### src/rtl/countdown_timer.sv
// countdown_timer: prescaled countdown with IDLE/RUN/DONE control; `define COUNTDOWN_TIMER_AUTO_RELOAD_EN for auto-reload
module countdown_timer #(
  parameter int DIV     = 50000000,
  parameter int COUNT_W = 5,
  parameter int START   = 24
) (
  input  logic               cin,
  input  logic               rst_n,
  input  logic               start,
  input  logic               load,
  input  logic [COUNT_W-1:0] load_val,
  input  logic               en,
  output logic               cout,
  output logic               tick,
  output logic [COUNT_W-1:0] out_count,
  output logic               done
);
  localparam int PW = $clog2(DIV);
  typedef enum logic [1:0] {IDLE, RUN, DONE} state_t;
  state_t state_q, state_d;
  logic [PW-1:0] psc_q, psc_d;
  logic [COUNT_W-1:0] cnt_q, cnt_d;
  logic tick_q, tick_d, pulse_q, pulse_d;
  logic wrap;
  assign wrap = state_q == RUN && en && psc_q == PW'(DIV - 1);
  // next state: load beats start beats wrap; a load/start edge swallows any coincident wrap
  always_comb begin
    state_d = state_q;
    psc_d   = state_q == RUN ? psc_q : '0;
    cnt_d   = cnt_q;
    tick_d  = 1'b0;
    pulse_d = 1'b0;
    if (load) begin
      state_d = load_val == '0 ? DONE : RUN;
      psc_d   = '0;
      cnt_d   = load_val;
    end else if (start) begin
      state_d = RUN;
      psc_d   = '0;
      cnt_d   = COUNT_W'(START);
    end else if (state_q == RUN && en) begin
      psc_d = wrap ? '0 : psc_q + 1'b1;
      if (wrap) begin
        tick_d = 1'b1;
        if (cnt_q <= COUNT_W'(1)) begin
`ifdef COUNTDOWN_TIMER_AUTO_RELOAD_EN
          cnt_d   = COUNT_W'(START);
          pulse_d = 1'b1;
`else
          cnt_d   = '0;
          state_d = DONE;
`endif
        end else begin
          cnt_d = cnt_q - 1'b1;
        end
      end
    end
  end
  // state and datapath registers with synchronous active-low reset
  always_ff @(posedge cin) begin
    if (!rst_n) begin
      state_q <= IDLE;
      psc_q   <= '0;
      cnt_q   <= COUNT_W'(START);
      tick_q  <= 1'b0;
      pulse_q <= 1'b0;
    end else begin
      state_q <= state_d;
      psc_q   <= psc_d;
      cnt_q   <= cnt_d;
      tick_q  <= tick_d;
      pulse_q <= pulse_d;
    end
  end
  assign cout      = state_q == RUN && psc_q >= PW'(DIV / 2);
  assign tick      = tick_q;
  assign out_count = cnt_q;
  assign done      = state_q == DONE || pulse_q;
endmodule

### config.mk
export PLATFORM = sky130hd
export DESIGN_NAME = countdown_timer
export DESIGN_NICKNAME = d
export VERILOG_FILES = /design/src/rtl/countdown_timer.sv
export SDC_FILE = /design/constraint.sdc
export NUM_CORES = 1
export LEC_CHECK = 0
export CORE_UTILIZATION = 35
export CTS_CLUSTER_SIZE = 25
export DETAILED_ROUTE_END_ITERATION = 16
export PLACE_DENSITY = 0.51
export SYNTH_ARGS = -nofsm -noshare
export SYNTH_HDL_FRONTEND = slang
export SYNTH_SLANG_ARGS = --single-unit
export TNS_END_PERCENT = 100
### constraint.sdc
create_clock -name cin -period 4.15 [get_ports cin]
set_input_delay 1.245 -clock cin [delete_from_list [all_inputs] [get_ports cin]]
set_output_delay 1.245 -clock cin [all_outputs]
set_load 0.005 [all_outputs]
==> out/results.txt, run 1 <==
status: finished, final reports clean
critical path endpoint category: output port
max-cap violations: 0
Slew headroom: 0.380
Die X-Extent: 77.9 µm
reg2reg setup slack: 1.16 ns
Ys Warns: 0
drt via density: 5.65
crit path buf inv count: 1
fin crit share: 0.863
Area Overhead vs Synth: 17.0%
n_diodes: 0
initial antenna violation count: 0
critical path class: flop to output port
share of the synthesized area in the top cell type: 0.338
mapped cell area: 0.00201 mm²
Slew Viols, Final: 0
die height: 77.9 µm
CP top delay family: simple AND/OR/NAND/NOR gates
largest cells by area after synthesis: dfxtp_1 34%, nand3_1 5.5%, a21oi_1 4.5%, nand2_1 4.3%, nor2_1 3.9%
Worst R2R Start: psc_q[7]$_SDFFE_PP0P_
Post-DP Area: 0.00227 mm²
initial core utilization: 0.364
Setup TNS: 0 ns
CP Max Fanout: 8
Seq/Total Area, Yosys: 0.338
Pwr Density: 279 mW/mm²
Worst Tran Pin Value: 0.916 ns
root buffer cell: clkbuf_8
Synth Register Bits: 34
crit path cell chain: or4_4 -> o21a_1 -> o21a_1 -> o2111ai_1 -> nand2_1 -> clkdlybuf4s50_1
# port buffers: 17
Avg WL per Cell: 15.2 µm
synthesized instance count: 261
die area: 0.00606 mm²
DP Cell Count: 345
CP arrival: 2.34 ns
number of global-route vias before repair: 1885
Hold Buf Count CTS: 0
PostCTS Resize Cnt: 0
final instance area: 0.00236 mm²
WP depth: 6
Clock Sinks: 34
largest net degree at the start of global routing: 18
total CTS buffers: 5
skew final: 0.00838 ns
clk slew on worst S/H paths: 0.07 ns
nature of the critical path startpoint: flop
total gr overflow: 0
Setup violations, final: 0
syn_area_per_cell: 7.72 µm²
TritonCTS clock tree: done
post-synthesis cell type count: 48
Initial DRT Pass Iterations: 4
Detailed Route WL: 5.37 mm
Top-Level Pins: 18
EDFF count, synth: 0
clk buf depth: 2
slowest stage delay, CP: 0.59 ns
Crit-path slowest cell: or4_4
DR iter-0 viols: 185
non-filler instance count after layout: 353
DRC viols: 0
worst-case vdd ir drop: 158 µV
Core Region: 0.00554 mm²
WHS: 0.511 ns
nets: 294
Total Routing Usage GR: 0.193
num rows: 27
worst path required time: 2.90 ns
depth of the worst register-to-register path: 6
first-pass GRT wire length: 9.30 mm
H-tree levels: 2
Fmax: 279 MHz
Async SR Flop Fraction: 0
dpl hpwl: 3.90 mm
final hold vios: 0
Clk Latency, worst-skew pair: 0.29 ns
RSZ-0062 raised after global routing: false
Detail Route Antenna Nets: 0
static leakage: 0.775 nW
biggest area consumer among synthesized cells: dfxtp_1
Placer Congestion: 0.871
Hold Path Class: flop to flop
launch point of the critical path: psc_q[7]$_SDFFE_PP0P_
Setup Buffers After CTS: 0
RR Endpoint: psc_q[12]$_SDFFE_PP0P_
syn nets: 275
most used cell along the critical path: o21a_1
Critical Path Sink: cout
top_reg_cell synth: dfxtp_1
crit path time final: 3.58 ns
vias: 1993
layout cells sized above 1: 0.0641
==> Yosys cell counts (2+ instances only) <==
cell type  count
o21a_1         3
nand2_1       23
nand4_1       12
xor2_1         4
nor3_1        11
inv_1         12
nor2b_1        4
nor4_1         6
nand4b_1       2
clkbuf_1       4
a21o_1         4
buf_4          2
nand2b_1       5
or3_1          8
a21oi_1       18
or4_4          2
ha_1           4
nand3_1       22
o31ai_1        3
dfxtp_1       34
a41oi_1        2
o21ai_0       10
a211oi_1       3
and4_1         5
o211ai_1       2
nor2_1        21
a31oi_1        7
a22o_1         2
buf_2          2
and2_1         4
and3_1         3
==> state kept, by name, indices dropped and copies added, names as in the netlist <==
signal,count
state_q,2
psc_q,26
out_count,5
tick,1
==> worst min-delay path, delay by kind of cell (launching register included) <==
kind	cells	cell delay [ns]
buffers and inverters	1	0.05
flip-flops	1	0.34
AO/OA/AOI/OAI	1	0.07
==> worst min-delay path by stage <==
stage / from / to / slack, ns / cells after the start
final: psc_q[10]$_SDFFE_PP0P_ / psc_q[10]$_SDFFE_PP0P_ / 0.51 / 2
after global routing: psc_q[5]$_SDFFE_PP0P_ / psc_q[5]$_SDFFE_PP0P_ / 0.53 / 1
after CTS: psc_q[18]$_SDFFE_PP0P_ / psc_q[18]$_SDFFE_PP0P_ / 0.50 / 1
after detailed placement: psc_q[18]$_SDFFE_PP0P_ / psc_q[18]$_SDFFE_PP0P_ / 0.49 / 1
after global placement: psc_q[18]$_SDFFE_PP0P_ / psc_q[18]$_SDFFE_PP0P_ / 0.48 / 1
after floorplan: psc_q[23]$_SDFFE_PP0P_ / psc_q[23]$_SDFFE_PP0P_ / 0.45 / 1
==> kinds of logic after synthesis <==
logic type               after synthesis  synth area share
XOR/XNOR                               4            0.0174
AO/OA/AOI/OAI                         65             0.212
flip-flops                            34             0.338
AND/OR/NAND/NOR                      131             0.349
adder cells (fa/ha/maj)                4            0.0248
multiplexers                           2            0.0106
buffers and inverters                 21            0.0478
==> cell usage in the layout (no fill, tap or decap), drive strengths merged, types with 4 or more instances in the layout <==
cell type,instances
inv,12
nand2b,5
o21ai,11
nand3,22
nor3,11
or3,8
nand2,23
nor2,21
buf,4
xor2,4
a21oi,18
clkdlybuf4s50,17
ha,4
nor4,6
and4,5
and2,4
nor2b,4
a31oi,7
dfxtp,34
nand4,12
clkbuf,7
a21o,4
==> routing by layer <==
metal / GRT usage / up-vias / wire (µm)
met2: 0.300 / 56 / 2360
met3: 0.0341 / 5 / 340
met1: 0.274 / 916 / 2610
met5: 0 / - / 0
met4: 0.0453 / 0 / 56
li1: - / 1016 / -
==> metrics by stage <==
stage / util / worst slack, ns / total power [W]
after CTS: 0.425 / 0.567 / 0.000667
final: 0.425 / 0.569 / 0.000658
after floorplan: - / 1.41 / 0.000380
after global routing: 0.425 / 0.486 / 0.000689
after detailed placement: 0.409 / 0.606 / 0.000409
after global placement: 0.409 / 0.619 / 0.000410
==> power by group <==
| group | switching, W | internal [W] | leakage (nW) |
|---|---|---|---|
| clock | 0.000123 | 0.000134 | 0.0482 |
| sequential | 0.00000691 | 0.000332 | 0.276 |
| combinational | 0.0000304 | 0.0000323 | 0.451 |
==> layout make-up <==
cell class | instances | area (µm²)
clock buffers | 7 | 86.3
clock inverters | 1 | 5.00
fillers | 570 | 3180
inverters | 12 | 45.0
multi-input cells | 206 | 1240
flip-flops and latches | 34 | 681
well taps | 72 | 90.1
repair buffers | 21 | 213
Power figures use the tool's default switching activity.
==> run 2, diff against run 1 <==
--- a/config.mk
+++ b/config.mk
@@ -5,6 +5,7 @@
 export SDC_FILE = /design/constraint.sdc
 export NUM_CORES = 1
 export LEC_CHECK = 0
+export CORE_MARGIN = 2
 export CORE_UTILIZATION = 35
 export CTS_CLUSTER_SIZE = 25
 export DETAILED_ROUTE_END_ITERATION = 16
==> run 2 against run 1 <==
- worst setup slack better by 0.035 ns
- cell area about the same
- clock power up 16%
- critical path depth unchanged
- utilization about the same
- largest power group unchanged
- die area up 5.2%
- sequential power about the same
- highest routed layer unchanged
- hold slack worse by 0.011 ns
- fmax up 0.99%
==> out/results.txt, run 2 (synthesis gave the netlist of run 1 again) <==
Slew Viols, Final: 0 (unchanged)
Initial DRT Pass Iterations: 4 (unchanged)
die height: 79.9 µm (+2.6%)
final hold vios: 0 (unchanged)
Detail Route Antenna Nets: 0 (unchanged)
Setup TNS: 0 ns (unchanged)
worst path required time: 2.90 ns (about the same)
die area: 0.00638 mm² (+5.2%)
n_diodes: 0 (unchanged)
Fmax: 282 MHz (+0.99%)
max-cap violations: 0 (unchanged)
drt via density: 5.67 (+0.38%)
CP Max Fanout: 8 (unchanged)
crit path time final: 3.55 ns (-0.0351 ns)
RR Endpoint: psc_q[12]$_SDFFE_PP0P_
skew final: 0.00819 ns (-0.000184 ns)
DR iter-0 viols: 141 (-24%)
Hold Buf Count CTS: 0 (unchanged)
depth of the worst register-to-register path: 6 (unchanged)
crit path buf inv count: 1 (unchanged)
largest net degree at the start of global routing: 27 (+9)
Slew headroom: 0.435 (+0.0550)
vias: 1995 (+0.10%)
worst-case vdd ir drop: 130 µV (-17%)
Placer Congestion: 0.899 (+3.3%)
fin crit share: 0.855 (-0.00845)
number of global-route vias before repair: 1814 (-3.8%)
root buffer cell: clkbuf_8
most frequent cells in the layout: 34 x dfxtp_1, 23 x nand2_1, 22 x nand3_1
CP arrival: 2.30 ns (-0.04 ns)
Pwr Density: 296 mW/mm² (+6.1%)
CP top delay family: simple AND/OR/NAND/NOR gates
total gr overflow: 0 (unchanged)
num rows: 27 (unchanged)
Area Overhead vs Synth: 17.0% (about the same)
Hold Path Class: flop to flop
total CTS buffers: 5 (unchanged)
DRC viols: 0 (unchanged)
Detailed Route WL: 5.36 mm (-0.22%)
most used cell along the critical path: o21a_1
launch point of the critical path: psc_q[7]$_SDFFE_PP0P_
commonest non-fill, non-tap cell in the layout: dfxtp_1
critical path endpoint category: output port
Setup violations, final: 0 (unchanged)
Setup Buffers After CTS: 0 (unchanged)
PostCTS Resize Cnt: 0 (unchanged)
Clock Sinks: 34 (unchanged)
Clk Latency, worst-skew pair: 0.29 ns (about the same)
Core Region: 0.00554 mm² (unchanged)
critical path class: flop to output port
layout cells sized above 1: 0.0643 (+0.000229)
Critical Path Sink: cout
Worst Tran Pin Value: 0.841 ns (-0.0745 ns)
nets: 293 (-0.34%)
# port buffers: 17 (unchanged)
initial antenna violation count: 0 (unchanged)
max FFs per register: 26 (unchanged)
clk slew on worst S/H paths: 0.08 ns (about the same)
reg2reg setup slack: 1.52 ns (+0.36 ns)
Top-Level Pins: 18 (unchanged)
static leakage: 0.776 nW (+0.14%)
TritonCTS clock tree: done
Worst R2R Start: psc_q[7]$_SDFFE_PP0P_
first-pass GRT wire length: 9.20 mm (-1.1%)
Die X-Extent: 79.9 µm (+2.6%)
most flop-heavy register: psc_q
H-tree levels: 2 (unchanged)
Total Routing Usage GR: 0.182 (-0.0106)
nature of the critical path startpoint: flop
initial core utilization: 0.364 (unchanged)
slowest stage delay, CP: 0.59 ns (about the same)
final instance area: 0.00236 mm² (about the same)
Crit-path slowest cell: or4_4
WP depth: 6 (unchanged)
Post-DP Area: 0.00225 mm² (-0.88%)
dpl hpwl: 3.82 mm (-2.0%)
crit path cell chain: or4_4 -> o21a_1 -> o21a_1 -> o2111ai_1 -> nand2_1 -> clkdlybuf4s50_1
status: finished, final reports clean
Avg WL per Cell: 15.2 µm (about the same)
clk buf depth: 2 (unchanged)
RSZ-0062 raised after global routing: false
[run 2: changes by cell type in the layout (fill, tap and decap cells not counted), sizes merged]
| cell | previous run | this run |
|---|---|---|
| buf | 4 | 3 |
| clkinv | 1 | 0 |
| clkbuf | 7 | 8 |
[run 2: worst min-delay path by stage]
stage / startpoint / endpoint / cells past startpoint
after floorplan: psc_q[23]$_SDFFE_PP0P_ / psc_q[23]$_SDFFE_PP0P_ / 1
after global placement: psc_q[23]$_SDFFE_PP0P_ / psc_q[23]$_SDFFE_PP0P_ / 1
after detailed placement: psc_q[23]$_SDFFE_PP0P_ / psc_q[23]$_SDFFE_PP0P_ / 1
after CTS: psc_q[23]$_SDFFE_PP0P_ / psc_q[23]$_SDFFE_PP0P_ / 1
after global routing: psc_q[25]$_SDFFE_PP0P_ / psc_q[25]$_SDFFE_PP0P_ / 2
final: psc_q[23]$_SDFFE_PP0P_ / psc_q[23]$_SDFFE_PP0P_ / 1
[run 2: final cells by class]
class | instances | area, µm²
fill | 587 | 3180
inverter | 12 | 45.0
timing repair buffer | 20 | 193
clock buffer | 8 | 110
sequential | 34 | 681
tap | 72 | 90.1
multi-input combinational | 206 | 1240
[run 2: per-stage QoR]
step	utilization	hold slack [ns]	power (W)	setup WS, ns	instances
3_3_place_gp	0.405	0.485	0.000409	0.893	344
5_1_grt	0.425	0.534	0.000723	0.455	352
6_report	0.425	0.500	0.000698	0.604	352
4_1_cts	0.425	0.506	0.000707	0.592	352
2_1_floorplan	-	0.447	0.000380	1.41	261
3_5_place_dp	0.405	0.487	0.000409	0.831	344
[run 2: power by group]
group / internal [W] / switching (W)
logic: 0.0000318 / 0.0000307
registers: 0.000332 / 0.00000708
clock network: 0.000168 / 0.000129
total: 0.000531 / 0.000167
[run 2: layer usage]
layer	part of all wire	GRT usage	up-vias
met1	0.49	0.254	919
met3	0.059	0.0317	7
met2	0.43	0.282	52
met5	0	0	-
li1	-	-	1017
met4	0.013	0.0627	0
==> run 3, diff against run 2 <==
--- a/config.mk
+++ b/config.mk
@@ -10,6 +10,7 @@
 export CTS_CLUSTER_SIZE = 25
 export DETAILED_ROUTE_END_ITERATION = 16
 export PLACE_DENSITY = 0.51
+export SLEW_MARGIN = 20
 export SYNTH_ARGS = -nofsm -noshare
 export SYNTH_HDL_FRONTEND = slang
 export SYNTH_SLANG_ARGS = --single-unit
==> results of run 3 <==
The final DEF is identical to that of run 2; final timing and power are the same.
